`src/rtl/inst_sram_responder.sv`:
```
// -----------------------------------------------------------------------------
// inst_sram_responder
//
// Accepts instruction-side SRAM requests (valid / addr_ok handshake) into a
// two-entry in-order queue and services them one at a time against a
// synchronous single-port RAM. Each request gets exactly one inst_data_ok
// pulse, in acceptance order.
//
// Service sequence per entry: IDLE -> [WAIT x WAIT_CYCLES] -> ACCESS -> RESP.
// ACCESS drives the RAM for one cycle; RESP returns the RAM read data
// (registered by the RAM) and retires the queue head.
//
// Optional feature (compile-time macro SRAM_RESP_ALIGN_CHK_EN):
//   defined   - misaligned halfword/word entries and size 3 skip the RAM access
//               and respond with zero data.
//   undefined - no alignment check; size 3 behaves as a word access and
//               halfword byte enables are truncated to 4 bits.
//
// Parameters:
//   ADDR_W      word-address width of the backing RAM
//   WAIT_CYCLES wait states before each RAM access (0..15)
//   DEPTH       outstanding-request limit (the queue is built for 2)
//
// Ports:
//   clk, rst          clock; asynchronous active-low reset
//   inst_req/wr/size/addr/wdata   request from the initiator
//   inst_addr_ok      request accepted this cycle (combinational)
//   inst_data_ok      one-cycle response pulse
//   inst_rdata        read data, zero unless responding to a read
//   mem_en/we/addr/wdata          backing RAM command
//   mem_rdata         RAM read data, valid the cycle after mem_en
// -----------------------------------------------------------------------------
module inst_sram_responder #(
  parameter int ADDR_W      = 14,
  parameter int WAIT_CYCLES = 0,
  parameter int DEPTH       = 2
) (
  input  logic              clk,
  input  logic              rst,
  input  logic              inst_req,
  input  logic              inst_wr,
  input  logic [1:0]        inst_size,
  input  logic [31:0]       inst_addr,
  input  logic [31:0]       inst_wdata,
  output logic              inst_addr_ok,
  output logic              inst_data_ok,
  output logic [31:0]       inst_rdata,
  output logic              mem_en,
  output logic [3:0]        mem_we,
  output logic [ADDR_W-1:0] mem_addr,
  output logic [31:0]       mem_wdata,
  input  logic [31:0]       mem_rdata
);

  typedef enum logic [1:0] {
    ST_IDLE   = 2'd0,
    ST_WAIT   = 2'd1,
    ST_ACCESS = 2'd2,
    ST_RESP   = 2'd3
  } state_e;

  // Only the address bits the RAM needs are stored.
  typedef struct packed {
    logic              wr;
    logic [1:0]        size;
    logic [1:0]        off;
    logic [ADDR_W-1:0] waddr;
    logic [31:0]       wdata;
  } entry_t;

  localparam logic [3:0] WAIT_LOAD = (WAIT_CYCLES > 0) ? 4'(WAIT_CYCLES - 1) : 4'd0;
  localparam logic       HAS_WAIT  = (WAIT_CYCLES > 0) ? 1'b1 : 1'b0;
  localparam logic [1:0] DEPTH_C   = 2'(DEPTH);

  state_e      state_q, state_d;
  logic [3:0]  wait_q, wait_d;
  logic [1:0]  count_q, count_d;
  entry_t      q_q [2];
  entry_t      q_d [2];
  entry_t      head;
  entry_t      new_entry;
  logic        push;
  logic        pop;
  logic        skip;
  logic [3:0]  head_mask;
  logic        addr_hi_unused;

  // Byte-lane enables; the shift result is deliberately truncated to 4 bits.
  function automatic logic [3:0] byte_mask(input logic [1:0] size, input logic [1:0] off);
    logic [3:0] m;
    case (size)
      2'd0:    m = 4'b0001 << off;
      2'd1:    m = 4'b0011 << off;
      default: m = 4'b1111;
    endcase
    return m;
  endfunction

`ifdef SRAM_RESP_ALIGN_CHK_EN
  function automatic logic misaligned(input logic [1:0] size, input logic [1:0] off);
    logic bad;
    case (size)
      2'd0:    bad = 1'b0;
      2'd1:    bad = off[0];
      2'd2:    bad = (off != 2'd0);
      default: bad = 1'b1;
    endcase
    return bad;
  endfunction

  assign skip = misaligned(head.size, head.off);
`else
  assign skip = 1'b0;
`endif

  assign head           = q_q[0];
  assign head_mask      = byte_mask(head.size, head.off);
  assign addr_hi_unused = ^inst_addr[31:ADDR_W+2];
  assign new_entry      = '{wr: inst_wr, size: inst_size, off: inst_addr[1:0],
                            waddr: inst_addr[ADDR_W+1:2], wdata: inst_wdata};

  // Acceptance looks only at the registered count, never at a same-cycle pop,
  // and is forced low while reset is asserted.
  assign inst_addr_ok = rst & inst_req & (count_q < DEPTH_C);
  assign push         = inst_addr_ok;
  assign pop          = (state_q == ST_RESP);

  // Queue next-state: pop shifts entry 1 into the head, push lands behind.
  always_comb begin
    q_d     = q_q;
    count_d = count_q;
    if (pop) begin
      q_d[0]  = q_q[1];
      count_d = count_q - 2'd1;
    end else begin
      count_d = count_q;
    end
    if (push) begin
      if (pop) begin
        q_d[0] = new_entry;
      end else begin
        q_d[count_q[0]] = new_entry;
      end
      count_d = count_d + 2'd1;
    end else begin
      count_d = count_d;
    end
  end

  // Service FSM next-state; RESP re-arms from the post-pop/post-push count so
  // back-to-back entries run at one response per 2+WAIT_CYCLES cycles.
  always_comb begin
    state_d = state_q;
    wait_d  = wait_q;
    case (state_q)
      ST_IDLE, ST_RESP: begin
        if (((state_q == ST_IDLE) ? count_q : count_d) != 2'd0) begin
          if (HAS_WAIT) begin
            state_d = ST_WAIT;
            wait_d  = WAIT_LOAD;
          end else begin
            state_d = ST_ACCESS;
          end
        end else begin
          state_d = ST_IDLE;
        end
      end
      ST_WAIT: begin
        if (wait_q == 4'd0) begin
          state_d = ST_ACCESS;
        end else begin
          wait_d = wait_q - 4'd1;
        end
      end
      ST_ACCESS: state_d = ST_RESP;
      default:   state_d = ST_IDLE;
    endcase
  end

  // Output decode from the registered state and queue head.
  always_comb begin
    inst_data_ok = (state_q == ST_RESP);
    inst_rdata   = 32'h0;
    mem_en       = 1'b0;
    mem_we       = 4'b0000;
    mem_addr     = '0;
    mem_wdata    = 32'h0;
    if ((state_q == ST_ACCESS) && !skip) begin
      mem_en    = 1'b1;
      mem_we    = head.wr ? head_mask : 4'b0000;
      mem_addr  = head.waddr;
      mem_wdata = head.wdata;
    end else begin
      mem_en = 1'b0;
    end
    if ((state_q == ST_RESP) && !head.wr && !skip) begin
      inst_rdata = mem_rdata;
    end else begin
      inst_rdata = 32'h0;
    end
  end

  // State, wait counter and queue registers; reset drops all in-flight work.
  always_ff @(posedge clk or negedge rst) begin
    if (!rst) begin
      state_q <= ST_IDLE;
      wait_q  <= 4'd0;
      count_q <= 2'd0;
      q_q[0]  <= '0;
      q_q[1]  <= '0;
    end else begin
      state_q <= state_d;
      wait_q  <= wait_d;
      count_q <= count_d;
      q_q[0]  <= q_d[0];
      q_q[1]  <= q_d[1];
    end
  end

endmodule
```
`config.mk`:
```
export PLATFORM = sky130hd
export DESIGN_NAME = inst_sram_responder
export DESIGN_NICKNAME = d
export VERILOG_FILES = /design/src/rtl/inst_sram_responder.sv
export SDC_FILE = /design/constraint.sdc
export NUM_CORES = 1
export LEC_CHECK = 0
export ABC_CLOCK_PERIOD_IN_PS = 2400
export BUFFER_PORTS_ARGS = -buffer_cell sky130_fd_sc_hd__buf_2
export CORE_MARGIN = 10
export CORE_UTILIZATION = 40
export CTS_CLUSTER_SIZE = 25
export DETAILED_ROUTE_END_ITERATION = 8
export GPL_TIMING_DRIVEN = 0
export PLACE_DENSITY = 0.64
export SYNTH_ARGS = -nofsm -noshare
export SYNTH_HDL_FRONTEND = slang
export SYNTH_SLANG_ARGS = --single-unit
```
`constraint.sdc`:
```
create_clock -name clk -period 2.4 [get_ports clk]
set_input_delay 0.36 -clock clk [delete_from_list [all_inputs] [get_ports clk]]
set_output_delay 0.36 -clock clk [all_outputs]
set_load 0.03 [all_outputs]
```
==> impl_metrics.py <==
metrics = {
    "status": {
        "status": "finished, final reports clean",
    },
    "worst_setup_path": {
        "crit_chain": "ha_1 -> buf_6 -> nor2b_4 -> clkbuf_2 -> and2_1 -> buf_2",
        "critPathLaunch": "state_q[1]",
        "critPathRequiredTime_ns": 2.04,
        "end_kind": "output port",
        "reg2reg_from": "state_q[1]",
        "path_delay_family": "buffers and inverters",
        "worstPathArrival_ns": 1.99,
        "worstPathMaxFanout": 10,
        "path_buf_inv": 3,
        "cp-start-kind": "flop",
        "slowest_delay_ns": 0.42,
        "r2r_cells": 4,
        "cp.depth": 6,
        "crit_end": "inst_rdata[5]",
        "crit_type": "flop to output port",
        "reg2reg_slack_ns": 0.42,
        "cp_slowest_cell": "dfrtp_1",
    },
    "global_routing": {
        "grt_usage": 0.156,
        "met3_usage": 0.0582,
        "grt_max_degree": 44,
        "top_usage_layer": "met2",
        "use_met2": 0.240,
        "grt_overflow_total": 0,
        "antenna_found_initial": 2,
        "first_global_vias": 4404,
        "grt_util_met1": 0.204,
        "grt_pass1_wl_mm": 23.3,
    },
    "detailed_routing": {
        "via_count": 4169,
        "ant_nets": 0,
        "wl_per_cell_um": 17.2,
        "vias_per_cell": 4.90,
        "drt_wl_total_mm": 14.6,
        "drt_iter0_markers": 229,
        "drc": 0,
        "dr.pass1.iters": 4,
    },
    "final_layout": {
        "final.fill_count": 1192,
        "layout-area-overhead-vs-synth_pct": 29.2,
        "layout.nets": 776,
        "drive_gt1_frac": 0.397,
    },
    "cts": {
        "cts.htree.levels": 3,
        "cts-root-buf": "clkbuf_16",
        "cts.path.max_buffers": 2,
        "clkTransAtPathRegs_ns": 0.07,
        "clock_sinks": 110,
        "clock_latency_ns": 0.35,
        "cts_made_buffers": 9,
        "cts_tree": "built",
    },
    "timing": {
        "tns_ns": 0,
        "fin_crit_ns": 2.35,
        "tightest_slew_ns": 0.902,
        "slew_violations": 0,
        "max_clock_freq_mhz": 426,
        "hold_violations": 0,
        "period_share": 0.978,
        "clock_skew_ns": 0.00687,
        "max_slew_margin": 0.393,
        "holdWs_ns": 0.00463,
        "rsz0062_at_grt": "yes",
        "setup_viol": 0,
    },
    "floorplan": {
        "die_height_um": 136,
        "row_count": 42,
        "die-area_um2": 18400,
        "initial_utilization": 0.406,
        "ioPinCount": 187,
        "fp.dieW_um": 136,
        "core_um2": 13100,
    },
    "synth": {
        "yosysWarnings": 0,
        "avgSynthCellArea_um2": 11.1,
        "synth.top_cell.area_share": 0.515,
        "ys_seq_area_frac": 0.515,
        "ys_ff_latch": 110,
        "synth_fp_nets": 591,
        "synthesis.area_um2": 5340,
        "synth_cells": 483,
        "synth_top_cell_by_area": "dfrtp_1",
        "yosys-top-cells-area": "dfrtp_1 (52%), mux2_2 (11%), mux2i_1 (9.6%)",
        "synthDistinctLibCells": 31,
    },
    "power_and_ir_drop": {
        "leakage_nw": 3.41,
        "power_density_nw_per_um2": 1390,
        "vdd_drop_max_v": 0.000750,
        "power_mw": 9.60,
    },
    "placed_design": {
        "dpl.hpwl_mm": 10.6,
        "gp_congestion": 0.792,
        "io_buffer_count": 170,
    },
    "run": {
        "drv_cap": 0,
    },
    "min_path": {
        "holdCritPathClass": "input pin to async pin",
    },
}
-- layout make-up --
cell class	count	area (um^2)	area share
flip-flops and latches	110	2750	0.399
multi-input cells	333	2430	0.352
repair buffers	174	965	0.140
clock buffers	11	243	0.0352
well taps	176	220	0.0319
plain buffers	31	156	0.0227
clock inverters	4	95.1	0.0138
inverters	9	33.8	0.00489
diodes	2	5.00	0.000725
-- report_power, final --
group | internal [mW] | switching [mW]
clock network | 1.04 | 0.651
logic | 1.87 | 2.81
registers | 2.76 | 0.474
total | 5.67 | 3.93
-- worst min path at each step --
stage / depth (start not counted) / slack, ns / startpoint / to
4_1_cts: 2 / 0.001 / rst / async pin
5_1_grt: 2 / 0.004 / rst / async pin
2_1_floorplan: 0 / 0.06 / rst / async pin
3_5_place_dp: 1 / 0.41 / rst / async pin
6_report: 2 / 0.005 / rst / async pin
3_3_place_gp: 1 / 0.48 / wait_q[3] / wait_q[3]
-- cell usage after synthesis (all sizes together) --
cell and number:
mux2 53, xnor2 3, ha 6, inv 9
nand4bb 1, o22ai 16, nor2b 1, o31ai 1
o41ai 1, and2 78, nand2 44, dfrtp 110
a21oi 20, a31oi 1, xor2 1, nand4b 1
o21bai 1, nor3b 2, o21ai 39, nor2 6
clkbuf 16, nand3 2, nand3b 1, or2 1
nor4 1, buf 15, mux2i 51, nand2b 2
-- per-stage QoR --
step	cell area, um^2	worst slack, ns	std cells	util
6_report	6900	0.0520	850	0.525
4_1_cts	6890	0.0140	848	0.524
3_5_place_dp	6440	-0.519	830	0.490
5_1_grt	6900	-0.0614	849	0.525
3_3_place_gp	6410	-1.54	829	0.488
2_1_floorplan	5340	0.312	483	-
-- worst register-to-register path, stage by stage, from the launching register on --
cell	delay (ns)
dfrtp_1	0.43
ha_1	0.25
nor3b_2	0.45
buf_2	0.37
mux2_2	0.38
-- metal layers --
layer	vias to the layer above	share of wire
li1	2019	-
met1	2036	0.46
met2	99	0.47
met3	15	0.064
met4	0	0.0096
met5	-	0
-- layout by cell type (no fill, tap or decap), types with 2 or more instances in the layout --
| cell type | instances |
|---|---|
| buf_2 | 182 |
| dfrtp_1 | 110 |
| and2_1 | 78 |
| mux2_2 | 53 |
| mux2i_1 | 51 |
| nand2_1 | 44 |
| o21ai_0 | 39 |
| a21oi_1 | 19 |
| o22ai_1 | 16 |
| clkbuf_1 | 11 |
| clkbuf_16 | 9 |
| inv_1 | 8 |
| nor2_1 | 6 |
| ha_1 | 6 |
| clkbuf_2 | 5 |
| xnor2_1 | 3 |
| bufinv_16 | 3 |
| diode_2 | 2 |
| buf_6 | 2 |
| clkbuf_8 | 2 |
| nand3_1 | 2 |
| nand2b_1 | 2 |
| buf_16 | 2 |
-- what timing repair did --
action                                  4_1_cts  5_1_grt
pin swaps                                     0        0
buffers inserted                              0        0
gates cloned                                  1        0
resized for setup                            12        2
endpoints found under the hold margin        43        0
endpoints found under the setup margin       97       60
hold buffers                                  2        0
-- logic make-up after synthesis --
| family | Yosys count | synth area share |
|---|---|---|
| and+or+nand+nor | 140 | 0.146 |
| DFF | 110 | 0.515 |
| muxes | 104 | 0.207 |
| AOI/OAI and AO/OA | 79 | 0.0797 |
| buffers and inverters | 40 | 0.0314 |
| adders and majority gates | 6 | 0.0141 |
| xor gates and xnor gates | 4 | 0.00656 |
(Power assumes the default switching activity.)
